File: src/rtl/pipe_pkg.sv
// Shared pipeline payload definitions: default payload width, the NOP bubble
// value, and the PC / instruction field positions inside a payload word.
package pipe_pkg;

  // Default payload: PC in the high half, instruction word in the low half.
  localparam int PIPE_DATA_W = 64;

  // Bubble payload loaded on reset and flush.
  localparam logic [PIPE_DATA_W-1:0] PIPE_NOP = '0;

  // Field offsets inside the default payload.
  localparam int PC_MSB    = 63;
  localparam int PC_LSB    = 32;
  localparam int INSTR_MSB = 31;
  localparam int INSTR_LSB = 0;
  localparam int PC_W      = PC_MSB - PC_LSB + 1;
  localparam int INSTR_W   = INSTR_MSB - INSTR_LSB + 1;

  // Extract the PC field of a default-width payload.
  function automatic logic [PC_W-1:0] pipe_pc(input logic [PIPE_DATA_W-1:0] payload);
    return payload[PC_MSB:PC_LSB];
  endfunction

  // Extract the instruction field of a default-width payload.
  function automatic logic [INSTR_W-1:0] pipe_instr(input logic [PIPE_DATA_W-1:0] payload);
    return payload[INSTR_MSB:INSTR_LSB];
  endfunction

endpackage

File: src/rtl/pipe_skid_entry.sv
// One storage entry of the pipeline stage: a valid bit plus a payload
// register. clear inserts a bubble (valid=0, payload=RESET_DATA) and wins
// over load; drop only retires the entry and keeps the payload visible.
module pipe_skid_entry
  import pipe_pkg::*;
#(
  parameter int                 DATA_W     = PIPE_DATA_W,
  parameter logic [DATA_W-1:0]  RESET_DATA = DATA_W'(PIPE_NOP)
) (
  input  logic              clk,
  input  logic              rst,
  input  logic              clear,
  input  logic              load,
  input  logic              drop,
  input  logic [DATA_W-1:0] load_data,
  output logic              valid,
  output logic [DATA_W-1:0] data
);

  logic              valid_reg;
  logic [DATA_W-1:0] data_reg;

  // Entry state: reset/clear give a bubble, load captures, drop retires.
  always_ff @(posedge clk or posedge rst) begin
    if (rst) begin
      valid_reg <= 1'b0;
      data_reg  <= RESET_DATA;
    end else if (clear) begin
      valid_reg <= 1'b0;
      data_reg  <= RESET_DATA;
    end else if (load) begin
      valid_reg <= 1'b1;
      data_reg  <= load_data;
    end else if (drop) begin
      valid_reg <= 1'b0;
    end
  end

  assign valid = valid_reg;
  assign data  = data_reg;

endmodule

File: src/rtl/pipe_stage_reg.sv
// Valid/ready pipeline stage register with bubble-inserting flush.
// Build option PIPE_STAGE_SKID_EN adds a skid entry so that in_ready comes
// from a register instead of combinationally from out_ready. Without it the
// stage has a single entry and in_ready follows out_ready combinationally.
module pipe_stage_reg
  import pipe_pkg::*;
#(
  parameter int                 DATA_W     = PIPE_DATA_W,
  parameter logic [DATA_W-1:0]  RESET_DATA = DATA_W'(PIPE_NOP)
) (
  input  logic              clk,
  input  logic              rst,
  input  logic              flush,
  input  logic              in_valid,
  input  logic [DATA_W-1:0] in_data,
  output logic              in_ready,
  output logic              out_valid,
  output logic [DATA_W-1:0] out_data,
  input  logic              out_ready
);

  logic              main_valid;
  logic [DATA_W-1:0] main_data;
  logic              main_load;
  logic              main_drop;
  logic [DATA_W-1:0] main_load_data;
  logic              in_xfer;
  logic              out_xfer;

  assign in_xfer  = in_valid && in_ready;
  assign out_xfer = main_valid && out_ready;

  // Main (output-facing) entry; flush overrides any transfer this edge.
  pipe_skid_entry #(
    .DATA_W     (DATA_W),
    .RESET_DATA (RESET_DATA)
  ) u_main (
    .clk       (clk),
    .rst       (rst),
    .clear     (flush),
    .load      (main_load),
    .drop      (main_drop),
    .load_data (main_load_data),
    .valid     (main_valid),
    .data      (main_data)
  );

`ifdef PIPE_STAGE_SKID_EN
  logic              skid_valid;
  logic [DATA_W-1:0] skid_data;
  logic              skid_load;
  logic              skid_drop;

  // Ready depends only on the registered skid state (plus flush/reset).
  assign in_ready = !rst && !flush && !skid_valid;

  // When the main entry frees up it takes the skid payload first, keeping
  // order; an accepted input lands in skid only while the output stalls.
  always_comb begin
    main_load      = 1'b0;
    main_drop      = 1'b0;
    main_load_data = in_data;
    skid_load      = 1'b0;
    skid_drop      = 1'b0;
    if (!main_valid || out_xfer) begin
      if (skid_valid) begin
        main_load      = 1'b1;
        main_load_data = skid_data;
        skid_drop      = 1'b1;
      end else if (in_xfer) begin
        main_load = 1'b1;
      end else begin
        main_drop = 1'b1;
      end
    end else if (in_xfer) begin
      skid_load = 1'b1;
    end
  end

  // Overflow entry catching the payload accepted during a stall.
  pipe_skid_entry #(
    .DATA_W     (DATA_W),
    .RESET_DATA (RESET_DATA)
  ) u_skid (
    .clk       (clk),
    .rst       (rst),
    .clear     (flush),
    .load      (skid_load),
    .drop      (skid_drop),
    .load_data (in_data),
    .valid     (skid_valid),
    .data      (skid_data)
  );
`else
  // Single entry: accept when empty or when the held payload leaves now.
  assign in_ready = !rst && !flush && (out_ready || !main_valid);

  // Load on input transfer (also covers simultaneous in/out), else retire.
  always_comb begin
    main_load      = in_xfer;
    main_drop      = out_xfer;
    main_load_data = in_data;
  end
`endif

  assign out_valid = main_valid;
  assign out_data  = main_data;

endmodule

File: config.mk
export PLATFORM = sky130hd
export DESIGN_NAME = pipe_stage_reg
export DESIGN_NICKNAME = d
export VERILOG_FILES = /design/src/rtl/pipe_pkg.sv /design/src/rtl/pipe_skid_entry.sv /design/src/rtl/pipe_stage_reg.sv
export SDC_FILE = /design/constraint.sdc
export NUM_CORES = 1
export LEC_CHECK = 0
export CAP_MARGIN = 20
export CORE_UTILIZATION = 40
export DETAILED_ROUTE_END_ITERATION = 8
export PLACE_DENSITY = 0.82
export SYNTH_ARGS = -nofsm -noshare
export SYNTH_HDL_FRONTEND = slang
export SYNTH_SLANG_ARGS = --single-unit
File: constraint.sdc
create_clock -name clk -period 2.84 [get_ports clk]
set_input_delay 0.71 -clock clk [delete_from_list [all_inputs] [get_ports clk]]
set_output_delay 0.71 -clock clk [all_outputs]
set_load 0.02 [all_outputs]
==> summary.md <==
| Metric | Value |
|---|---|
| Cell taking the most area after synthesis | dfrtp_1 |
| Share of cells above drive strength 1 | 15.5% |
| Worst Tran Pin Value | 1.03 ns |
| P_sw | 0.551 mW |
| Max Buffers Root-to-Sink | 2 |
| Pleak | 1.86 nW |
| R2R cell count | 3 |
| Area of the core | 0.00639 mm² |
| Post-CTS setup buffers | 0 |
| Mapped Cells | 207 |
| Die area | 0.00698 mm² |
| Worst setup EP type | output port |
| Worst skew pair latency | 0.33 ns |
| Critical path start-end classification | primary input to output port |
| # fillers | 489 |
| Router iterations before antenna repair | 4 |
| CP Data Required Time | 2.13 ns |
| Synth cell types | 17 |
| Die Wd | 83.6 µm |
| Placed inst area | 0.00405 mm² |
| Hold-fix buffers, CTS | 0 |
| Flops & latches, synth | 65 |
| Clock network fraction of design power | 41.2% |
| Final-report max-slew violation count | 0 |
| RSZ-0062 raised after global routing | no |
| Global placement routability congestion | 0.792 |
| Syn. warnings | 0 |
| Initial core utilization | 41.7% |
| Port bufs | 134 |
| FP Rows | 29 |
| Relative slew slack | 31.5% |
| Inserted Diodes | 0 |
| Synth Flop Type | dfrtp_1 |
| First-pass GRT wire length | 11000 µm |
| Reg-to-reg endpoint | u_main.data[45]$_DFFE_PP0P_ |
| Reg power frac | 42.4% |
| Die height | 83.6 µm |
| Register area share after synthesis | 61.1% |
| Final Cycle Share | 97.2% |
| Ranking of synthesized cells by area | dfrtp_1 (61%), a22o_1 (13%), a21bo_2 (9.0%) |
| Detailed placement HPWL | 4760 µm |
| Switching share of power | 23.5% |
| Io pins | 135 |
| Hold wc startpoint | u_main.data[29]$_DFFE_PP0P_ |
| Final hold violation count | 0 |
| MaxCap Viol Count | 0 |
| DR DRC count | 0 |
| Via density | 5.20 |
| Sum Neg Setup Slack | 0 ns |
| Largest net degree at the start of global routing | 50 |
| Critical path launch point type | primary input |
| Most frequent cells after synthesis | dfrtp_1 (65), a22o_1 (40), a21oi_1 (25) |
| VDD IR max | 0.000432 V |
| Vias post-DR | 2182 |
| Mapped Area | 0.00266 mm² |
| Critical R2R Launch | u_main.valid$_DFFE_PP0P_ |
| WL final | 7010 µm |
| Worst-path clk slew | 0.07 ns |
| CTS tree | built |
| Power share of the combinational group | 16.5% |
| Max FFs per register | 64 |
| Initial DRC Count | 94 |
| Final ANT Viol Nets | 0 |
| Clock period minus worst slack | 2.76 ns |
| Final WS setup | 0.0808 ns |
| Gr usage total | 20.3% |
| Synth Area per Inst | 12.9 µm² |
| H-Tree Depth | 3 |
| Resized Gates After CTS | 0 |
| EDFF count, synth | 0 |
| Synthesized Nets | 276 |
| Worst slack, placed | 0.0893 ns |
| Post-synth ARST share | 100% |
| Clk sinks | 65 |
| Final setup viols | 0 |
| Vias in the first global route | 2207 |
| Initial antenna violation count | 0 |
| Min-Delay Path Class | flip-flop to flip-flop |
| GRT Residual Overflow | 0 |
| Post-DR wirelength/cell | 16.7 µm |
| Outcome | finished clean |
| Root Driver | clkbuf_8 |
| Internal power | 1.79 mW |
| Fmax | 362 MHz |
| WHS Endpoint | u_main.data[29]$_DFFE_PP0P_ |
| Fin area | 0.00431 mm² |
| Post-Route Skew | 0.00708 ns |
| Power Density | 544 mW/mm² |
| Nets | 407 |
| Reg2reg setup slack | 1.21 ns |
| Crit path DAT | 2.05 ns |
| Layout area overhead | 61.9% |
| Worst Path Max Fanout | 2 |
| Worst Hold Depth | 1 |
| Synth top area share | 61.1% |
| Count leader, synth | dfrtp_1 |
| CTS Buf Count | 9 |
cell type report:
class                      instances  area [µm²]  share of cell area [%]
multi-input combinational        119         912                    21.2
sequential                        65        1630                    37.8
tap                               77        96.3                    2.24
clock inverter                     6         115                    2.67
inverter                           1        3.75                  0.0872
timing repair buffer             142        1410                    32.8
clock buffer                      10         138                    3.20
cells in the final DEF (no fill, tap or decap), types with 2 or more instances in the layout:
cell type	n
dfrtp_1	65
clkdlybuf4s50_1	134
nand3_1	24
buf_4	7
a21oi_1	24
a21bo_2	24
bufinv_16	3
clkbuf_8	10
a22o_1	40
clkinv_4	2
how the worst max path moves through the flow:
stage	from	endpoint	slack [ns]	cells after the start
6_report	out_ready	in_ready	0.08	4
5_1_grt	out_ready	in_ready	0.02	4
4_1_cts	out_ready	in_ready	0.09	4
3_5_place_dp	out_ready	in_ready	0.09	4
3_3_place_gp	out_ready	in_ready	0.12	4
2_1_floorplan	rst	u_main.data[0]$_DFFE_PP0P_	0.50	1
routing by layer:
metal	vias to the layer above	track usage [%]	part of all wire (%)
met1	1051	27.0	44
met2	89	31.4	47
li1	1025	-	-
met3	17	3.86	5.3
met4	0	11.2	3.3
met5	-	0	0
logic make-up after synthesis:
kind of cell	Yosys count	share of synthesized area (%)
buffers and inverters	23	5.27
AOI/OAI and AO/OA	90	27.2
and+or+nand+nor	29	6.40
DFF	65	61.1
per-stage QoR:
step	hold slack, ns	cells	total power [mW]	utilization (%)
final	0.505	420	2.34	67.4
after global routing	0.523	420	2.43	67.4
after CTS	0.506	420	2.36	67.4
after detailed placement	0.482	404	1.40	63.5
after global placement	0.482	404	1.39	63.5
after floorplan	0.611	207	1.18	-
power by group through the flow:
stage / combinational, mW / sequential (mW) / clock (mW)
6_report: 0.385 / 0.992 / 0.964
5_1_grt: 0.410 / 0.997 / 1.02
4_1_cts: 0.389 / 0.992 / 0.982
3_5_place_dp: 0.388 / 1.01 / 0
3_3_place_gp: 0.381 / 1.01 / 0
2_1_floorplan: 0.120 / 1.06 / 0
worst max-delay path: stages:
cell	delay [ns]
clkdlybuf4s50_1	0.48
nor2b_1	0.08
nor3_1	0.15
clkdlybuf4s50_1	0.63
(Power assumes the default switching activity.)
